<file path="src/rtl/vram_arbiter.sv">
// Single-port VRAM arbiter: VGA scan-out has fixed priority and the CPU gets a forced
// slot after MAX_WAIT denied cycles. A pixel lost to a forced slot is replaced by the last one read.
module vram_arbiter #(
  parameter int ADDR_W   = 12,
  parameter int DATA_W   = 8,
  parameter int MAX_WAIT = 16
) (
  input  logic              clk,
  input  logic              rst_n,
  input  logic              vga_req,
  input  logic [ADDR_W-1:0] vga_addr,
  output logic              vga_valid,
  output logic [DATA_W-1:0] vga_rdata,
  output logic              vga_miss,
  input  logic              cpu_req,
  input  logic              cpu_we,
  input  logic [ADDR_W-1:0] cpu_addr,
  input  logic [DATA_W-1:0] cpu_wdata,
  output logic              cpu_ack,
  output logic [DATA_W-1:0] cpu_rdata,
  output logic              mem_en,
  output logic              mem_we,
  output logic [ADDR_W-1:0] mem_addr,
  output logic [DATA_W-1:0] mem_wdata,
  input  logic [DATA_W-1:0] mem_rdata,
  output logic [15:0]       miss_cnt
);

  typedef enum logic {IDLE, ACK} state_e;

  localparam logic [7:0] WAIT_MAX = 8'(MAX_WAIT);

  state_e            state_q, state_d;
  logic [7:0]        wait_q, wait_d;
  logic              vga_valid_q, vga_hit_q, vga_miss_q, rd_q;
  logic [DATA_W-1:0] last_pix_q;
  logic [15:0]       miss_cnt_q;

  logic cpu_ok, forced, grant_cpu, grant_vga;

  assign cpu_ok    = cpu_req & (state_q == IDLE);
  assign forced    = cpu_ok & (wait_q == WAIT_MAX);
  assign grant_cpu = cpu_ok & (forced | ~vga_req);
  assign grant_vga = vga_req & ~grant_cpu;

  always_comb begin
    mem_en    = 1'b0;
    mem_we    = 1'b0;
    mem_addr  = '0;
    mem_wdata = '0;
    if (grant_cpu) begin
      mem_en    = 1'b1;
      mem_we    = cpu_we;
      mem_addr  = cpu_addr;
      mem_wdata = cpu_wdata;
    end else if (grant_vga) begin
      mem_en   = 1'b1;
      mem_addr = vga_addr;
    end
  end

  // ACK lasts exactly one cycle and blocks a re-grant of the still-held request.
  always_comb begin
    state_d = state_q;
    case (state_q)
      IDLE:    if (grant_cpu) state_d = ACK;
      ACK:     state_d = IDLE;
      default: state_d = IDLE;
    endcase
  end

  always_comb begin
    wait_d = wait_q;
    if (grant_cpu || !cpu_req)        wait_d = '0;
    else if (cpu_ok && wait_q != WAIT_MAX) wait_d = wait_q + 8'd1;
  end

  always_ff @(posedge clk or negedge rst_n) begin
    if (!rst_n) begin
      state_q     <= IDLE;
      wait_q      <= '0;
      vga_valid_q <= 1'b0;
      vga_hit_q   <= 1'b0;
      vga_miss_q  <= 1'b0;
      rd_q        <= 1'b0;
      last_pix_q  <= '0;
      miss_cnt_q  <= '0;
    end else begin
      state_q     <= state_d;
      wait_q      <= wait_d;
      vga_valid_q <= vga_req;
      vga_hit_q   <= grant_vga;
      vga_miss_q  <= vga_req & grant_cpu;
      rd_q        <= grant_cpu & ~cpu_we;
      if (vga_hit_q) last_pix_q <= mem_rdata;
      if (vga_req && grant_cpu && miss_cnt_q != 16'hFFFF) miss_cnt_q <= miss_cnt_q + 16'd1;
    end
  end

  // Read data arrives from the RAM in the cycle after the grant, so it is steered, not stored.
  assign vga_valid = vga_valid_q;
  assign vga_miss  = vga_miss_q;
  assign vga_rdata = vga_hit_q ? mem_rdata : last_pix_q;
  assign cpu_ack   = (state_q == ACK);
  assign cpu_rdata = rd_q ? mem_rdata : '0;
  assign miss_cnt  = miss_cnt_q;

endmodule

</file>
<file path="config.mk">
export PLATFORM = sky130hd
export DESIGN_NAME = vram_arbiter
export DESIGN_NICKNAME = d
export VERILOG_FILES = /design/src/rtl/vram_arbiter.sv
export SDC_FILE = /design/constraint.sdc
export NUM_CORES = 1
export LEC_CHECK = 0
export ABC_AREA = 1
export CORE_UTILIZATION = 46
export CTS_CLUSTER_DIAMETER = 40
export CTS_CLUSTER_SIZE = 20
export DETAILED_ROUTE_END_ITERATION = 8
export PLACE_DENSITY = 0.89
export SLEW_MARGIN = 20
export SYNTH_ARGS = -nofsm -noshare
export SYNTH_HDL_FRONTEND = slang
export SYNTH_SLANG_ARGS = --single-unit
</file>
<file path="constraint.sdc">
create_clock -name clk -period 3.9 [get_ports clk]
set_clock_uncertainty 0.15 [all_clocks]
set_input_delay 1.17 -clock clk [delete_from_list [all_inputs] [get_ports clk]]
set_output_delay 1.17 -clock clk [all_outputs]
set_load 0.01 [all_outputs]
</file>
Word-level counts from Yosys, hierarchy flattened
Index checks and enable logic that the tools add are counted.
{ "classes": {"reduce_logical": 6, "muxes": 12, "addsub": 2, "bitwise": 11, "eq_ne": 3} }
{ "op_table": {"columns": ["cell", "n"], "rows": [
  ["2-to-1 mux 8 bit", 5],
  ["2-to-1 mux 12 bit", 2],
  ["adder 16 x 1 -> 16 bit, second input constant", 1],
  ["inequality test 16 bit, second input constant", 1],
  ["adder 8 x 1 -> 8 bit, second input constant", 1],
  ["== test 8 x 5 -> 1 bit, second input constant", 1],
  ["inequality test 8 x 5 -> 1 bit, second input constant", 1],
  ["AND 1 bit", 6],
  ["2-to-1 mux 1 bit", 4],
  ["inverter 1 bit", 4],
  ["logical AND 1 bit", 3],
  ["one-hot mux 1 bit (2 select lines)", 1],
  ["nonzero test 2 bit", 1],
  ["logical NOT 1 bit", 1],
  ["logical OR 1 bit", 1],
  ["OR 1 bit", 1]
]} }
{ "totals": {"inputBits": 45, "regBits": 37, "word_cells": 42, "output_inout_bits": 57} }

Depth between registers and ports, before layout
{ "depth": {"depth_word": 9, "mapped_depth": 12, "ltp_nobuf": 11} }

Worst setup path before layout
OpenSTA, ideal clock, no wires.
{ "synth_path": {"path_type": "input-to-output", "startpoint": "input port cpu_req", "endpoint": "output port mem_addr[10]", "n_path_buf": 1, "t_required_ns": 2.580, "slack_ns": 0.764, "arrival_time_ns": 1.816, "path_stages": 8, "cell_sequence": "nand2_1 inv_1 nand2_2 nand2_1 inv_2 buf_6 nand2_1 nand2_1"} }
{ "synth_between": {"elab_chain_len": 8} }
{ "synth_lines": {"columns": ["element", "line_no", "rtl"], "rows": [
  ["start: declaration", "15", "input logic cpu_req,"],
  ["AND 1 bit *", "41", "assign cpu_ok = cpu_req & (state_q == IDLE);"],
  ["AND 1 bit", "42", "assign forced = cpu_ok & (wait_q == WAIT_MAX);"],
  ["OR 1 bit", "43", "assign grant_cpu = cpu_ok & (forced | ~vga_req);"],
  ["AND 1 bit *", "43", null],
  ["inverter 1 bit *", "44", "assign grant_vga = vga_req & ~grant_cpu;"],
  ["AND 1 bit *", "44", null],
  ["named net grant_vga", "39", "logic cpu_ok, forced, grant_cpu, grant_vga;"],
  ["2-to-1 mux 12 bit *", "56", "end else if (grant_vga) begin"],
  ["2-to-1 mux 12 bit *", "51", "if (grant_cpu) begin"],
  ["end: declaration", "23", "output logic [ADDR_W-1:0] mem_addr,"]
]} }
The timed path passes the listed nets; every way through them passes the cells marked *.

Worst setup path after layout
{ "layout_path": {"startpoint": "input port vga_req", "endpoint": "output port mem_addr[6]"} }
{ "layout_between": {"elab_chain_len": 7} }
{ "layout_lines": {"columns": ["element", "line_no", "rtl"], "rows": [
  ["start: declaration", "10", "input logic vga_req,"],
  ["inverter 1 bit", "43", null],
  ["OR 1 bit", "43", null],
  ["AND 1 bit", "43", null],
  ["inverter 1 bit", "44", null],
  ["AND 1 bit", "44", null],
  ["2-to-1 mux 12 bit", "56", null],
  ["2-to-1 mux 12 bit *", "51", null]
]} }
Mark *: on every way between the ends. The rest lies on a longest branch, timed or not.

==> flow_summary.json <==
{
  "status": "finished clean",
  "num-nets-final": 480,
  "gp_congestion": 0.915,
  "clockBufferDepth": 2,
  "clock.fmax_mhz": 267,
  "crit_slowest_cell": "dlygate4sd2_1",
  "grt_pass1_wl_um": 11100,
  "yosysTopAreaCell": "dfrtp_1",
  "finalCritPeriodShare": 0.960,
  "endpoint_kind": "primary output",
  "fp.coreArea_sq_mm": 0.00482,
  "antenna_found_initial": 0,
  "stdcell_count": 500,
  "antennaDiodeCount": 0,
  "start_kind": "input port",
  "synth_fp_nets": 369,
  "synth_edf_count": 0,
  "grt_overflow_total": 0,
  "setup-tns-final_ns": 0,
  "worst_slack_ns": 0.155,
  "yosysUniqueCellTypes": 25,
  "drt-pass1-iter-count": 5,
  "die_w_um": 73.5,
  "critPathMaxStageDelay_ns": 0.28,
  "portBuffers": 101,
  "hold_viol": 0,
  "synthTopCellsByArea": "dfrtp_1 39%, nand2_1 18%, inv_1 5.7%",
  "tightest_slew_ns": 0.806,
  "setup_violations": 0,
  "area_growth_pct": 52.9,
  "wl_per_cell_um": 13.3,
  "worstPathCellList": "dlygate4sd2_1 -> nand2_1 -> nand2_4 -> nand2_4 -> clkinvlp_4 -> buf_4 -> nand2_1 -> nand2_1 -> dlygate4sd2_1",
  "seq_area_frac_synth": 0.393,
  "first_global_vias": 2558,
  "start_util": 0.489,
  "min_path_cells": 1,
  "max_slew_margin": 0.463,
  "powerDensity_mw_per_mm2": 260,
  "syn_inst": 321,
  "cts.clk_slew.worst_paths_ns": 0.08,
  "tritoncts": "done",
  "cp.arrival_ns": 2.42,
  "hold_path.class": "flip-flop to flip-flop",
  "yosysWarnings": 0,
  "drv_slew": 0,
  "cts-buffers-inserted": 5,
  "critPathMaxFanout": 4,
  "synth_top_area_frac": 0.393,
  "cts.sink_count": 37,
  "hold_buffers": 0,
  "dp.cells": 486,
  "synth_ff_type": "dfrtp_1",
  "post-route-util": 0.747,
  "holdPathEnd": "last_pix_q[1]",
  "dpl.hpwl_um": 4850,
  "dp_worst_setup_slack_ns": -0.206,
  "clk_latency_ns": 0.30,
  "grt_use_total": 0.271,
  "synthesis.area_sq_mm": 0.00235,
  "htreeDepth": 2,
  "die_y_um": 73.5,
  "rrSetupSlack_ns": 1.96,
  "layout-drive-gt1-share": 0.136,
  "cpMostUsedCell": "nand2_1",
  "io_pins": 102,
  "p_leak_nw": 1.98,
  "ir_drop_uv": 182,
  "avgSynthCellArea_sq_um": 7.33,
  "setup.worst_path.class": "input port to primary output",
  "fin_crit_ns": 3.74,
  "drv_cap": 0,
  "cts_root_buf": "clkbuf_8",
  "vias_per_cell": 4.98,
  "reg2reg_depth": 11,
  "dr.first_iter.drc_count": 171,
  "ys_ff_latch": 37,
  "reg2reg_to": "vga_hit_q",
  "async_flop_share": 1.00,
  "worst_ep_required_time_ns": 2.58,
  "hp-start": "last_pix_q[1]",
  "hold_slack_ns": 0.352,
  "drc": 0,
  "num_rows": 25,
  "rsz0062_at_grt": "no",
  "die-area_sq_mm": 0.00541,
  "drt_wl_total_um": 6630,
  "grt_start_max_net_pins": 38,
  "ant_nets": 0,
  "r2r-start": "wait_q[0]",
  "num_vias": 2490
}
## placed cells by master (no fill, tap or decap), drive strengths merged
cell type	synthesis	routed
buf	7	13
bufinv	0	1
clkbuf	3	7
clkdlybuf4s50	0	76
clkinv	0	1
clkinvlp	0	1
dfrtp	37	37
dlygate4sd2	0	15
dlymetal6s2s	0	8
ha	3	3
inv	42	42
mux2	8	8
nand2	126	126
nand3	15	15
nand4	12	12
nor2	33	33
nor3	1	1
o21ai	19	19
or2	1	1
xnor2	8	8
xor2	6	6
## state kept, by name, summed over array words and instances, names as in the netlist
signal and count:
miss_cnt 16, last_pix_q 8, wait_q 8, cpu_ack 1, rd_q 1, vga_hit_q 1, vga_miss 1, vga_valid 1
## what timing repair did
| item | 4_1_cts | 5_1_grt |
|---|---|---|
| setup endpoints to repair | 22 | 17 |
| cloned | 1 | 0 |
| resized for setup | 18 | 17 |
| pin swaps | 0 | 1 |
| setup buffers | 1 | 4 |
## synthesized netlist by cell type, types with 6 or more instances
| library cell | number |
|---|---|
| nand2_1 | 114 |
| dfrtp_1 | 37 |
| inv_1 | 36 |
| nor2_1 | 29 |
| o21ai_0 | 16 |
| nand2_2 | 12 |
| nand3_1 | 12 |
| nand4_1 | 12 |
| mux2_2 | 8 |
| xnor2_1 | 8 |
| inv_2 | 6 |
| xor2_1 | 6 |
## report_power, final
group          total [mW]  internal (mW)  switching (mW)
sequential          0.407          0.398         0.00893
clock               0.337          0.192           0.145
combinational       0.193          0.108          0.0850
## stage by stage
stage | cell area, sq um | total power [mW]
3_5_place_dp | 3420 | 0.605
5_1_grt | 3600 | 0.969
4_1_cts | 3530 | 0.935
6_report | 3600 | 0.937
2_1_floorplan | 2350 | 0.479
3_3_place_gp | 3420 | 0.599
## worst max path at each step
stage | startpoint | end | slack, ns | cells past startpoint
after global routing | vga_req | mem_addr[6] | 0.11 | 9
final | vga_req | mem_addr[6] | 0.16 | 9
after global placement | vga_req | mem_addr[9] | -0.16 | 8
after CTS | cpu_req | mem_addr[7] | -0.18 | 8
after detailed placement | vga_req | mem_addr[1] | -0.21 | 8
after floorplan | cpu_req | mem_addr[10] | 0.76 | 8
## cell type report
class                   instances  area, sq um
clock inverters                 2         38.8
well taps                      67         83.8
repair buffers                113         1100
clock buffers                   6         72.6
multi-input cells             232         1210
fillers                       374         1220
flip-flops and latches         37          926
inverters                      42          165
repair inverters                1         7.51
## per-layer routing
metal,share of wire,up-vias,routed length [um],global-route usage
li1,-,1215,-,-
met1,0.36,1142,2400,0.270
met2,0.53,115,3550,0.510
met3,0.073,18,482,0.0837
met4,0.030,0,201,0.120
met5,0,-,0,0
## cell families (layout without fill, tap and decap cells)
kind of cell,count (synthesis),after routing,share of synthesized area
XOR/XNOR,14,14,0.0521
flip-flops,37,37,0.393
multiplexers,8,8,0.0383
AND/OR/NAND/NOR,188,188,0.360
buffers and inverters,52,164,0.0994
adder cells (fa/ha/maj),3,3,0.0160
AO/OA/AOI/OAI,19,19,0.0404
## critical path: cells and delay by family
family,cells,cell delay (ns)
buffers and inverters,4,0.81
AND/OR/NAND/NOR,5,0.44
No activity file was read; power rests on OpenSTA's default activity.
